File: src/rtl/pipe_hazard_ctrl.sv
// Stall/flush sequencer for the 5-stage pipeline: drives enable/flush of every inter-stage register.
// Optional performance counters are built only when PIPE_CTRL_PERF_EN is defined.
module pipe_hazard_ctrl #(
    parameter int FILL_CYCLES     = 4,
    parameter int REDIRECT_CYCLES = 1,
    parameter int REG_ADDR_W      = 5
) (
    input  logic                  clk,
    input  logic                  rst,
    input  logic [REG_ADDR_W-1:0] i_id_rs1,
    input  logic [REG_ADDR_W-1:0] i_id_rs2,
    input  logic                  i_id_rs1_used,
    input  logic                  i_id_rs2_used,
    input  logic [REG_ADDR_W-1:0] i_ex_rd,
    input  logic                  i_ex_mem_read,
    input  logic                  i_ex_branch_taken,
    input  logic                  i_ex_busy,
    input  logic                  i_mem_stall_req,
    output logic                  o_pc_en,
    output logic                  o_if_id_en,
    output logic                  o_if_id_flush,
    output logic                  o_id_ex_en,
    output logic                  o_id_ex_flush,
    output logic                  o_ex_mem_en,
    output logic                  o_ex_mem_flush,
    output logic                  o_mem_wb_en,
    output logic                  o_mem_wb_flush,
    output logic [31:0]           o_perf_stall_cnt,
    output logic [31:0]           o_perf_flush_cnt
);

    typedef enum logic [1:0] {
        S_FILL,
        S_RUN,
        S_REDIRECT
    } state_t;

    localparam logic [3:0] LP_FILL_LAST    = 4'(FILL_CYCLES - 1);
    localparam logic [2:0] LP_REDIR_LOAD   = 3'(REDIRECT_CYCLES - 1);
    localparam bit         LP_REDIR_MULTI  = (REDIRECT_CYCLES > 1);

    state_t     r_state;
    logic [3:0] r_fill_cnt;
    logic [2:0] r_redir_cnt;
    logic       w_load_use;
    logic       w_hold;

    // A load to x0 never produces a value, so it can never create a hazard.
    assign w_load_use = i_ex_mem_read && (i_ex_rd != '0) &&
                        ((i_id_rs1_used && (i_id_rs1 == i_ex_rd)) ||
                         (i_id_rs2_used && (i_id_rs2 == i_ex_rd)));
    assign w_hold     = i_mem_stall_req || i_ex_busy;

    always_ff @(posedge clk or posedge rst) begin
        if (rst) begin
            r_state     <= S_FILL;
            r_fill_cnt  <= '0;
            r_redir_cnt <= '0;
        end else begin
            case (r_state)
                S_FILL: begin
                    if (r_fill_cnt == LP_FILL_LAST) begin
                        r_state    <= S_RUN;
                        r_fill_cnt <= '0;
                    end else begin
                        r_fill_cnt <= r_fill_cnt + 4'd1;
                    end
                end
                S_RUN: begin
                    if (!w_hold && i_ex_branch_taken && LP_REDIR_MULTI) begin
                        r_state     <= S_REDIRECT;
                        r_redir_cnt <= LP_REDIR_LOAD;
                    end
                end
                S_REDIRECT: begin
                    // Stalls freeze the redirect window; a fresh branch restarts it.
                    if (!w_hold) begin
                        if (i_ex_branch_taken) begin
                            r_redir_cnt <= LP_REDIR_LOAD;
                        end else if (r_redir_cnt <= 3'd1) begin
                            r_state     <= S_RUN;
                            r_redir_cnt <= '0;
                        end else begin
                            r_redir_cnt <= r_redir_cnt - 3'd1;
                        end
                    end
                end
                default: begin
                    r_state <= S_FILL;
                end
            endcase
        end
    end

    always_comb begin
        o_pc_en        = 1'b1;
        o_if_id_en     = 1'b1;
        o_if_id_flush  = 1'b0;
        o_id_ex_en     = 1'b1;
        o_id_ex_flush  = 1'b0;
        o_ex_mem_en    = 1'b1;
        o_ex_mem_flush = 1'b0;
        o_mem_wb_en    = 1'b1;
        o_mem_wb_flush = 1'b0;
        if (r_state == S_FILL) begin
            o_pc_en        = 1'b0;
            o_if_id_en     = 1'b0;
            o_if_id_flush  = 1'b1;
            o_id_ex_en     = 1'b0;
            o_id_ex_flush  = 1'b1;
            o_ex_mem_en    = 1'b0;
            o_ex_mem_flush = 1'b1;
            o_mem_wb_en    = 1'b0;
            o_mem_wb_flush = 1'b1;
        end else if (i_mem_stall_req) begin
            o_pc_en        = 1'b0;
            o_if_id_en     = 1'b0;
            o_id_ex_en     = 1'b0;
            o_ex_mem_en    = 1'b0;
            o_mem_wb_flush = 1'b1;
        end else if (i_ex_busy) begin
            o_pc_en        = 1'b0;
            o_if_id_en     = 1'b0;
            o_id_ex_en     = 1'b0;
            o_ex_mem_flush = 1'b1;
        end else if (i_ex_branch_taken) begin
            o_if_id_flush  = 1'b1;
            o_id_ex_flush  = 1'b1;
        end else begin
            if (r_state == S_REDIRECT) begin
                o_if_id_flush = 1'b1;
            end
            if (w_load_use) begin
                o_pc_en       = 1'b0;
                o_if_id_en    = 1'b0;
                o_id_ex_flush = 1'b1;
            end
        end
    end

`ifdef PIPE_CTRL_PERF_EN
    logic [31:0] r_stall_cnt;
    logic [31:0] r_flush_cnt;

    // Fill cycles are excluded: they are start-up bubbles, not lost throughput.
    always_ff @(posedge clk or posedge rst) begin
        if (rst) begin
            r_stall_cnt <= '0;
            r_flush_cnt <= '0;
        end else if (r_state != S_FILL) begin
            if (!o_pc_en) begin
                r_stall_cnt <= r_stall_cnt + 32'd1;
            end
            if (o_if_id_flush) begin
                r_flush_cnt <= r_flush_cnt + 32'd1;
            end
        end
    end

    assign o_perf_stall_cnt = r_stall_cnt;
    assign o_perf_flush_cnt = r_flush_cnt;
`else
    assign o_perf_stall_cnt = 32'd0;
    assign o_perf_flush_cnt = 32'd0;
`endif

endmodule
File: config.mk
export PLATFORM = sky130hd
export DESIGN_NAME = pipe_hazard_ctrl
export DESIGN_NICKNAME = d
export VERILOG_FILES = /design/src/rtl/pipe_hazard_ctrl.sv
export SDC_FILE = /design/constraint.sdc
export NUM_CORES = 1
export LEC_CHECK = 0
export CAP_MARGIN = 5
export CORE_MARGIN = 2
export CORE_UTILIZATION = 26
export CTS_CLUSTER_DIAMETER = 60
export DETAILED_ROUTE_END_ITERATION = 10
export GPL_TIMING_DRIVEN = 1
export PLACE_DENSITY = 0.89
export SKIP_LAST_GASP = 1
export SYNTH_ARGS = -nofsm -noshare
export SYNTH_HDL_FRONTEND = slang
export SYNTH_SLANG_ARGS = --single-unit
File: constraint.sdc
create_clock -name clk -period 1.75 [get_ports clk]
set_input_delay 0.4375 -clock clk [delete_from_list [all_inputs] [get_ports clk]]
set_output_delay 0.4375 -clock clk [all_outputs]
set_load 0.05 [all_outputs]
==> results.tsv, run 1 <==
metric	value	unit
result of the run	finished, violations left	
violated checks	setup timing	
Netlist Area Pre-Place	892	um2
detailed-route vias per instance	3.41	
total wire length after detailed routing	2000	um
total half-perimeter wirelength after legalization and detailed placement	1670	um
share of total power consumed by net switching	0.596	
insertion delay of the later-clocked pin in the worst-skew pair	250	ps
P_leak	0.657	nW
initial DRC count	18	
Overflow after GRT	0	
number of buffers between clock root and the deepest sink	2	
top-level port count	96	
GRT Util Overall	0.0923	
sort of element at the start of the critical path	input pin	
Reg2Reg Launch Point	r_fill_cnt[0]	
number of instances in the synthesized netlist	111	
Port Buffers	31	
y dimension of the die	62.6	um
peak ir drop on the vdd network	0.000271	V
effective utilization at floorplan	0.269	
async set-or-reset flop fraction in the synthesized netlist	1.00	
global-route wire length before repair	2850	um
fraction of post-synthesis cell area in the top cell type by area	0.547	
post-detailed-route count of antenna-violating nets	0	
number of flops mapped to enable cells by yosys	0	
count of standard-cell rows	21	
number of global-route vias before repair	602	
RePlAce Congestion	0.689	
setup repair after global routing missed its margin	true	
total vias in the final route	671	
die boundary width	62.6	um
total clock buffers created by CTS	3	
Cell Count, Final, Fillers Out	197	
full die area	3920	um2
Net count, final	176	
Post-CTS Hold Buffers	0	
shortest period the worst path allows	2120	ps
Hold Vio Cnt, Final	0	
post-CTS repair timing setup buffer count	0	
Placeable Area	3310	um2
crit-path max FO	2	
switching power summed over all nets	444	uW
clock sinks	5	
type of the setup path with the least slack	input pin to primary output	
sequential share of the synthesized area	0.140	
PnR worst setup slack	-371	ps
Max-Cap Viols	0	
Clk pin slew, worst setup/hold paths	50	ps
count of synthesis-stage warnings from yosys	0	
Required @ worst endpoint	1310	ps
Core Util, Final	0.369	
top cells by area in the synthesized netlist	sky130_fd_sc_hd__buf_4, sky130_fd_sc_hd__dfrtp_1, sky130_fd_sc_hd__xor2_1	
Total Neg Setup Slack	-1090	ps
Unique masters post-synth	23	
flops & latches, synth	5	
Setup-failing EPs final	3	
Post-Synthesis Mean Instance Area	8.04	um2
number of antenna diodes	0	
Primary FF master, synth	sky130_fd_sc_hd__dfrtp_1	
power consumption	745	uW
antenna violations before repair	0	
final hold slack	395	ps
detailed-routing iteration count for the pre-antenna-repair pass	4	
Min-Delay Path Class	input pin to async pin	
achievable frequency	471	MHz
relative contribution of combinational cells to total power	0.656	
DP Cell Count	193	
share of the clock period used by the worst path after layout	1.21	
layout cell share with drive strength beyond 1	0.291	
Area after DPL	1140	um2
number of inserted filler cells in the final layout	350	
share of power burned in registers	0.156	
CTS tree	built	
signal arrival time at the worst endpoint	1680	ps
root buffer cell	sky130_fd_sc_hd__clkbuf_4	
biggest area consumer among synthesized cells	sky130_fd_sc_hd__buf_4	
Storage cell area	129	um2
drc violations	0	
wire per inst	10.2	um
final standard cell area without fillers	1220	um2
multi-input combinational cell area	581	um2
Area growth, synth to finish	37.0	%
PwrDens	609	nW/um2
startpoint of the most critical setup path	i_id_rs1[3]	
Crit. End Element	primary output	
Int Pwr	301	uW
worst clock skew on the final layout	1.29	ps
pre-CTS setup slack	-821	ps
relative contribution of the clock network to total power	0.188	
maximum number of pins on one net before global-route repair	10	
H-tree level count	1	
count of final max-slew check failures	0	
[placed cells by master (no fill, tap or decap), drive strengths merged]
master         netlist  final
a32oi                1      1
and2                 1      1
buf                 65     25
clkbuf               0      4
clkdlybuf4s15        0      5
clkdlybuf4s50        0      3
conb                 1     64
dfrtp                5      5
dlygate4sd2          0      5
ha                   1      1
inv                  5      5
mux2                 1      1
nand2                3      3
nand2b               2      2
nand4                1      1
nor2                 2      2
nor4                 2      2
o21ai                4      4
o21bai               1      1
o31a                 1      1
o31ai                2      2
or3                  1      1
or4                  1      1
xnor2                3      3
xor2                 8      8
[flip-flops by register name, summed over array words and instances, names as in the netlist]
signal	cells
r_state	1
r_fill_cnt	4
[logic make-up (layout without fill, tap and decap cells)]
kind of cell,Yosys count,in the layout,share of synthesized area
adder cells (fa/ha/maj),1,1,0.0140
AND/OR/NAND/NOR,13,13,0.0856
XOR/XNOR,11,11,0.108
AO/OA/AOI/OAI,9,9,0.0673
other,1,64,0.00420
buffers and inverters,70,47,0.568
flip-flops,5,5,0.140
multiplexers,1,1,0.0126
[worst max-delay path, stage by stage]
cell                      delay [ps]
sky130_fd_sc_hd__buf_6            90
sky130_fd_sc_hd__xor2_1          160
sky130_fd_sc_hd__nor4_2          330
sky130_fd_sc_hd__a32oi_2         190
sky130_fd_sc_hd__o31a_4          320
sky130_fd_sc_hd__buf_8           150
[power by group through the flow]
stage / registers [mW] / logic (mW) / clock network [mW]
after floorplan: 0.118 / 0.482 / 0
after detailed placement: 0.118 / 0.478 / 0
after global routing: 0.116 / 0.503 / 0.149
after CTS: 0.116 / 0.482 / 0.138
after global placement: 0.118 / 0.475 / 0
final: 0.116 / 0.489 / 0.140
[synth_stat cells (all sizes together), types with 2 or more instances]
master	n
buf	65
nor2	2
nand2	3
xor2	8
nand2b	2
nor4	2
inv	5
o31ai	2
dfrtp	5
o21ai	4
xnor2	3
[worst paths after layout]
kind / end / slack (ps) / cells past startpoint
worst max-delay path: o_if_id_en / -370 / 6
worst max register to register: r_fill_cnt[0] / 660 / 4
worst min register to register: r_fill_cnt[3] / 510 / 1
min in group clk: r_fill_cnt[3] / 510 / 1
max in group asynchronous: r_state[0] / 1150 / 2
worst min-delay path: r_fill_cnt[2] / 400 / 2
[cell type report]
cell class | instances | area share
multi-input combinational | 99 | 0.475
clock buffer | 4 | 0.0215
inverter | 5 | 0.0154
sequential | 5 | 0.105
timing repair buffer | 38 | 0.336
tap | 46 | 0.0471
[metal layers]
layer / up-vias / global-route usage / wire length, um
met3: 4 / 0.0234 / 233
met1: 301 / 0.0888 / 656
li1: 304 / - / -
met4: 0 / 0.0361 / 27
met5: - / 0 / 0
met2: 62 / 0.184 / 1080
[what timing repair did]
item                                    CTS  global route
resized for setup                        70             3
gates cloned                              0             0
hold endpoints to repair                  0             0
endpoints found under the setup margin    8             3
pin swaps                                14             1
(Power assumes the default switching activity.)
==> run 2: changes to the inputs <==
--- a/config.mk
+++ b/config.mk
@@ -8,6 +8,7 @@
 export CAP_MARGIN = 5
 export CORE_MARGIN = 2
 export CORE_UTILIZATION = 26
+export CTS_BUF_LIST = sky130_fd_sc_hd__clkbuf_8
 export CTS_CLUSTER_DIAMETER = 60
 export DETAILED_ROUTE_END_ITERATION = 10
 export GPL_TIMING_DRIVEN = 1
==> run 2 against run 1 <==
The run still ends with setup timing left. First-iteration DRC count unchanged. Largest cell class unchanged. Power rose by 9.2%. Critical path depth stayed put. Combinational power hardly changed. Clock skew is 0.60 ps lower. Die area did not move.
==> results.tsv, run 2 (synthesis results as in run 1) <==
metric	value	unit	change
Hold Vio Cnt, Final	0		unchanged
share of total power consumed by net switching	0.551		-0.0451
H-tree level count	1		unchanged
achievable frequency	471	MHz	-0.12%
peak ir drop on the vdd network	0.000477	V	+76%
antenna violations before repair	0		unchanged
result of the run	finished, violations left		
root buffer cell	sky130_fd_sc_hd__clkbuf_8		
R2R Setup Slk	640	ps	-20 ps
PnR worst setup slack	-374	ps	-2.56 ps
post-detailed-route count of antenna-violating nets	0		unchanged
Port Buffers	31		unchanged
effective utilization at floorplan	0.269		unchanged
number of inserted filler cells in the final layout	349		-0.29%
GRT Util Overall	0.0935		+0.00114
y dimension of the die	62.6	um	unchanged
final standard cell area without fillers	1240	um2	+1.5%
detailed-routing iteration count for the pre-antenna-repair pass	4		unchanged
die boundary width	62.6	um	unchanged
total clock buffers created by CTS	3		unchanged
number of buffers between clock root and the deepest sink	2		unchanged
count of standard-cell rows	21		unchanged
Int Pwr	365	uW	+21%
layout cell share with drive strength beyond 1	0.291		unchanged
Setup-failing EPs final	3		unchanged
signal arrival time at the worst endpoint	1690	ps	about the same
CTS tree	built		
PwrDens	655	nW/um2	+7.5%
drc violations	0		unchanged
Max-Cap Viols	0		unchanged
total vias in the final route	677		+0.89%
setup repair after global routing missed its margin	true		
Placeable Area	3310	um2	unchanged
top-level port count	96		unchanged
pre-CTS setup slack	-821	ps	unchanged
relative contribution of combinational cells to total power	0.601		-0.055
global-route wire length before repair	2840	um	-0.25%
Net count, final	176		unchanged
violated checks	setup timing		
largest registers	r_fill_cnt x4, r_state x1		
switching power summed over all nets	448	uW	+0.91%
clock sinks	5		unchanged
wire per inst	10.1	um	-0.80%
detailed-route vias per instance	3.44		+0.89%
Overflow after GRT	0		unchanged
count of final max-slew check failures	0		unchanged
initial DRC count	18		unchanged
worst clock skew on the final layout	0.688	ps	-0.604 ps
number of antenna diodes	0		unchanged
Core Util, Final	0.375		+0.00567
share of power burned in registers	0.143		-0.013
full die area	3920	um2	unchanged
Clk pin slew, worst setup/hold paths	40	ps	about the same
register ranked first by flip-flop count	r_fill_cnt		
relative contribution of the clock network to total power	0.256		+0.068
total wire length after detailed routing	1990	um	-0.80%
Area after DPL	1140	um2	unchanged
number of global-route vias before repair	600		-0.33%
Largest register FFs	4		unchanged
maximum number of pins on one net before global-route repair	10		unchanged
Crit. End Element	primary output		
total half-perimeter wirelength after legalization and detailed placement	1670	um	unchanged
commonest cells after routing, fill and taps aside	sky130_fd_sc_hd__conb_1, sky130_fd_sc_hd__xor2_1, sky130_fd_sc_hd__buf_4		
share of the clock period used by the worst path after layout	1.21		+0.00146
RePlAce Congestion	0.689		unchanged
type of the setup path with the least slack	input pin to primary output		
leading cell type in the layout, fill and taps excluded	sky130_fd_sc_hd__conb_1		
crit-path max FO	2		unchanged
multi-input combinational cell area	581	um2	unchanged
Storage cell area	129	um2	unchanged
Min-Delay Path Class	input pin to async pin		
insertion delay of the later-clocked pin in the worst-skew pair	220	ps	-30 ps
Area growth, synth to finish	39.1	%	
sort of element at the start of the critical path	input pin		
P_leak	0.669	nW	+1.8%
Required @ worst endpoint	1310	ps	about the same
shortest period the worst path allows	2120	ps	+2.56 ps
## run 2: changes by cell type in the layout (fill, tap and decap cells not counted), sizes merged
cell	delta
inv	+1
clkbuf	-1
## run 2: metrics by stage
stage	TNS [ps]	std cells	hold WS [ps]	total power, mW
finish	-1100	197	425	0.813
global route	-1240	197	445	0.846
CTS	-1000	197	436	0.810
detailed placement	-3400	193	502	0.596
global placement	-3420	193	488	0.593
floorplan	-624	174	216	0.600
## run 2: critical path, cell delays in order
cell	delay (ps)
sky130_fd_sc_hd__buf_6	90
sky130_fd_sc_hd__xor2_1	160
sky130_fd_sc_hd__nor4_2	330
sky130_fd_sc_hd__a32oi_2	190
sky130_fd_sc_hd__o31a_4	320
sky130_fd_sc_hd__buf_8	150
## run 2: worst paths after layout
kind,startpoint,to,depth (start not counted)
worst max-delay path,i_id_rs1[3],o_if_id_en,6
worst min-delay path,rst,r_fill_cnt[0],2
worst max register to register,r_fill_cnt[0],r_fill_cnt[0],4
worst min register to register,r_fill_cnt[3],r_fill_cnt[3],1
max in group asynchronous,rst,r_state[0],2
min in group clk,r_fill_cnt[3],r_fill_cnt[3],1
## run 2: power by group through the flow
stage / registers [mW] / logic, mW / clock network, mW
4_1_cts: 0.116 / 0.482 / 0.212
6_report: 0.116 / 0.489 / 0.208
5_1_grt: 0.116 / 0.503 / 0.226
3_5_place_dp: 0.118 / 0.478 / 0
3_3_place_gp: 0.118 / 0.475 / 0
2_1_floorplan: 0.118 / 0.482 / 0
## run 2: area by class of cell
class / instances / area share
clock buffers: 3 / 0.0333
clock inverters: 1 / 0.00302
inverters: 5 / 0.0151
multi-input cells: 99 / 0.468
flip-flops and latches: 5 / 0.104
well taps: 46 / 0.0464
repair buffers: 38 / 0.331
## run 2: repair_timing
action,in CTS,in global routing
setup buffers,0,0
gates resized for setup,70,3
gates cloned,0,0
pin swaps,14,1
hold buffers,0,0
setup endpoints to repair,8,3
## run 2: routing by layer
metal  vias to the layer above  wire length [um]  share of wire  global-route usage
li1                        305                 -              -                   -
met1                       306               639           0.32              0.0888
met2                        62              1080           0.54               0.180
met3                         4               232           0.12              0.0234
met4                         0                31          0.016              0.0528
met5                         -                 0              0                   0
==> run 3: changes to the inputs <==
--- a/config.mk
+++ b/config.mk
@@ -6,6 +6,7 @@
 export NUM_CORES = 1
 export LEC_CHECK = 0
 export CAP_MARGIN = 5
+export CORE_ASPECT_RATIO = 0.5
 export CORE_MARGIN = 2
 export CORE_UTILIZATION = 26
 export CTS_BUF_LIST = sky130_fd_sc_hd__clkbuf_8
@@ -17,3 +18,4 @@
 export SYNTH_ARGS = -nofsm -noshare
 export SYNTH_HDL_FRONTEND = slang
 export SYNTH_SLANG_ARGS = --single-unit
+export TNS_END_PERCENT = 10
==> run 3 against run 2 <==
The run still ends with setup timing left. Worst hold slack got worse by 12 ps. Via count down 4.0%. Combinational power is essentially flat. Sequential share of layout area hardly changed. Setup slack better by 43 ps. Sequential power about the same. Flip-flop and latch count unchanged. Global-route usage fell by 0.92 points. Clock skew increased by 0.75 ps. Largest cell class unchanged.
==> results.tsv, run 3 (synthesis results as in run 1) <==
metric	value	unit	change
global-route wire length before repair	2490	um	-12%
initial DRC count	7		-11
top-level port count	96		unchanged
shortest period the worst path allows	2080	ps	-42.8 ps
RePlAce Congestion	0.619		-10%
detailed-route vias per instance	3.39		-1.5%
share of the clock period used by the worst path after layout	1.19		-0.0244
leading cell type in the layout, fill and taps excluded	sky130_fd_sc_hd__conb_1		
commonest cells after routing, fill and taps aside	sky130_fd_sc_hd__conb_1, sky130_fd_sc_hd__buf_4, sky130_fd_sc_hd__xor2_1, sky130_fd_sc_hd__buf_2		
wire per inst	9.53	um	-5.4%
register ranked first by flip-flop count	r_fill_cnt		
Net count, final	177		+0.57%
Setup-failing EPs final	6		+3
Max-Cap Viols	0		unchanged
Placeable Area	3140	um2	-5.3%
antenna violations before repair	0		unchanged
insertion delay of the later-clocked pin in the worst-skew pair	220	ps	about the same
Required @ worst endpoint	1310	ps	about the same
root buffer cell	sky130_fd_sc_hd__clkbuf_8		
count of final max-slew check failures	0		unchanged
largest registers	r_fill_cnt x4, r_state x1		
CTS tree	built		
signal arrival time at the worst endpoint	1640	ps	-50 ps
Clk pin slew, worst setup/hold paths	40	ps	about the same
H-tree level count	1		unchanged
Crit. End Element	primary output		
Post-CTS Hold Buffers	0		unchanged
PwrDens	660	nW/um2	+0.79%
PnR worst setup slack	-331	ps	+42.8 ps
P_leak	0.672	nW	+0.44%
crit-path max FO	2		unchanged
total half-perimeter wirelength after legalization and detailed placement	1550	um	-7.0%
count of standard-cell rows	14		-33%
Port Buffers	31		unchanged
Overflow after GRT	0		unchanged
layout cell share with drive strength beyond 1	0.296		+0.00466
worst clock skew on the final layout	1.44	ps	+0.749 ps
peak ir drop on the vdd network	0.000359	V	-25%
GRT Util Overall	0.0843		-0.00916
die boundary width	86.8	um	+39%
clock sinks	5		unchanged
Hold Vio Cnt, Final	0		unchanged
sort of element at the start of the critical path	input pin		
post-detailed-route count of antenna-violating nets	0		unchanged
Core Util, Final	0.395		+0.0197
total vias in the final route	650		-4.0%
Min-Delay Path Class	input pin to async pin		
Largest register FFs	4		unchanged
result of the run	finished, violations left		
drc violations	0		unchanged
effective utilization at floorplan	0.285		+0.0151
total wire length after detailed routing	1830	um	-7.8%
type of the setup path with the least slack	input pin to primary output		
R2R Setup Slk	590	ps	-50 ps
Reg2Reg Launch Point	r_fill_cnt[0]		
achievable frequency	481	MHz	+2.1%
full die area	3940	um2	+0.73%
detailed-routing iteration count for the pre-antenna-repair pass	3		-1
number of buffers between clock root and the deepest sink	2		unchanged
violated checks	setup timing		
Area growth, synth to finish	38.7	%	
Crit Reg-Reg Endpoint	r_fill_cnt[0]		
maximum number of pins on one net before global-route repair	10		unchanged
setup repair after global routing missed its margin	true		
y dimension of the die	45.4	um	-27%
number of antenna diodes	0		unchanged
Total Neg Setup Slack	-1460	ps	-362 ps
total clock buffers created by CTS	3		unchanged
number of global-route vias before repair	559		-6.8%
R2R cell count	4		unchanged
==> run 3: cell types whose count changed in the layout (fill, tap and decap cells not counted), sizes merged <==
cell | previous run | this run
buf | 25 | 28
clkdlybuf4s15 | 5 | 2
clkdlybuf4s50 | 3 | 5
dlygate4sd2 | 5 | 4
==> run 3: area by class of cell <==
class                      instances  area (um2)
fill                             308        1900
clock inverter                     1        3.75
clock buffer                       3        41.3
inverter                           5        18.8
tap                               40        50.0
sequential                         5         129
timing repair buffer              39         414
multi-input combinational         99         581
==> run 3: metal layers <==
metal | routed length, um | track usage | part of all wire
met5 | 0 | 0 | 0
met4 | 17 | 0.0375 | 0.0093
met3 | 91 | 0.00543 | 0.050
met2 | 1220 | 0.194 | 0.67
met1 | 497 | 0.0768 | 0.27
==> run 3: metrics by stage <==
step	hold WS [ps]	area [um2]	setup slack, ps	total power [mW]	std cells
after global routing	448	1240	-400	0.851	192
after global placement	482	1140	-772	0.591	188
after detailed placement	495	1140	-799	0.594	188
after floorplan	216	1160	-315	0.600	174
after CTS	411	1230	-320	0.820	192
final	414	1240	-331	0.817	192
==> run 3: power by group <==
part	switching, mW	leakage (nW)	internal (mW)
Combinational	0.389	0.580	0.101
Sequential	0	0.0649	0.116
Clock	0.0606	0.0269	0.151
==> run 3: worst max path at each step <==
stage                start             to  slack, ps  cells after the start
3_5_place_dp    i_ex_rd[3]        o_pc_en       -800                      6
3_3_place_gp    i_ex_rd[3]     o_if_id_en       -770                      6
4_1_cts         i_ex_rd[4]  o_id_ex_flush       -320                      6
6_report       i_id_rs1[1]        o_pc_en       -330                      6
5_1_grt        i_id_rs1[1]     o_if_id_en       -400                      6
2_1_floorplan   i_ex_rd[3]        o_pc_en       -320                      5
==> run 3: what timing repair did <==
action | in CTS | in global routing
endpoints found under the setup margin | 8 | 6
pin swaps | 14 | 0
setup buffers | 0 | 0
cloned | 0 | 0
resized for setup | 71 | 1
hold endpoints to repair | 0 | 0
==> run 3: critical path, stage by stage <==
cell and delay [ps]:
sky130_fd_sc_hd__buf_6 100, sky130_fd_sc_hd__xor2_2 160, sky130_fd_sc_hd__nor4_2 290, sky130_fd_sc_hd__a32oi_2 180, sky130_fd_sc_hd__o31a_4 320, sky130_fd_sc_hd__buf_8 150
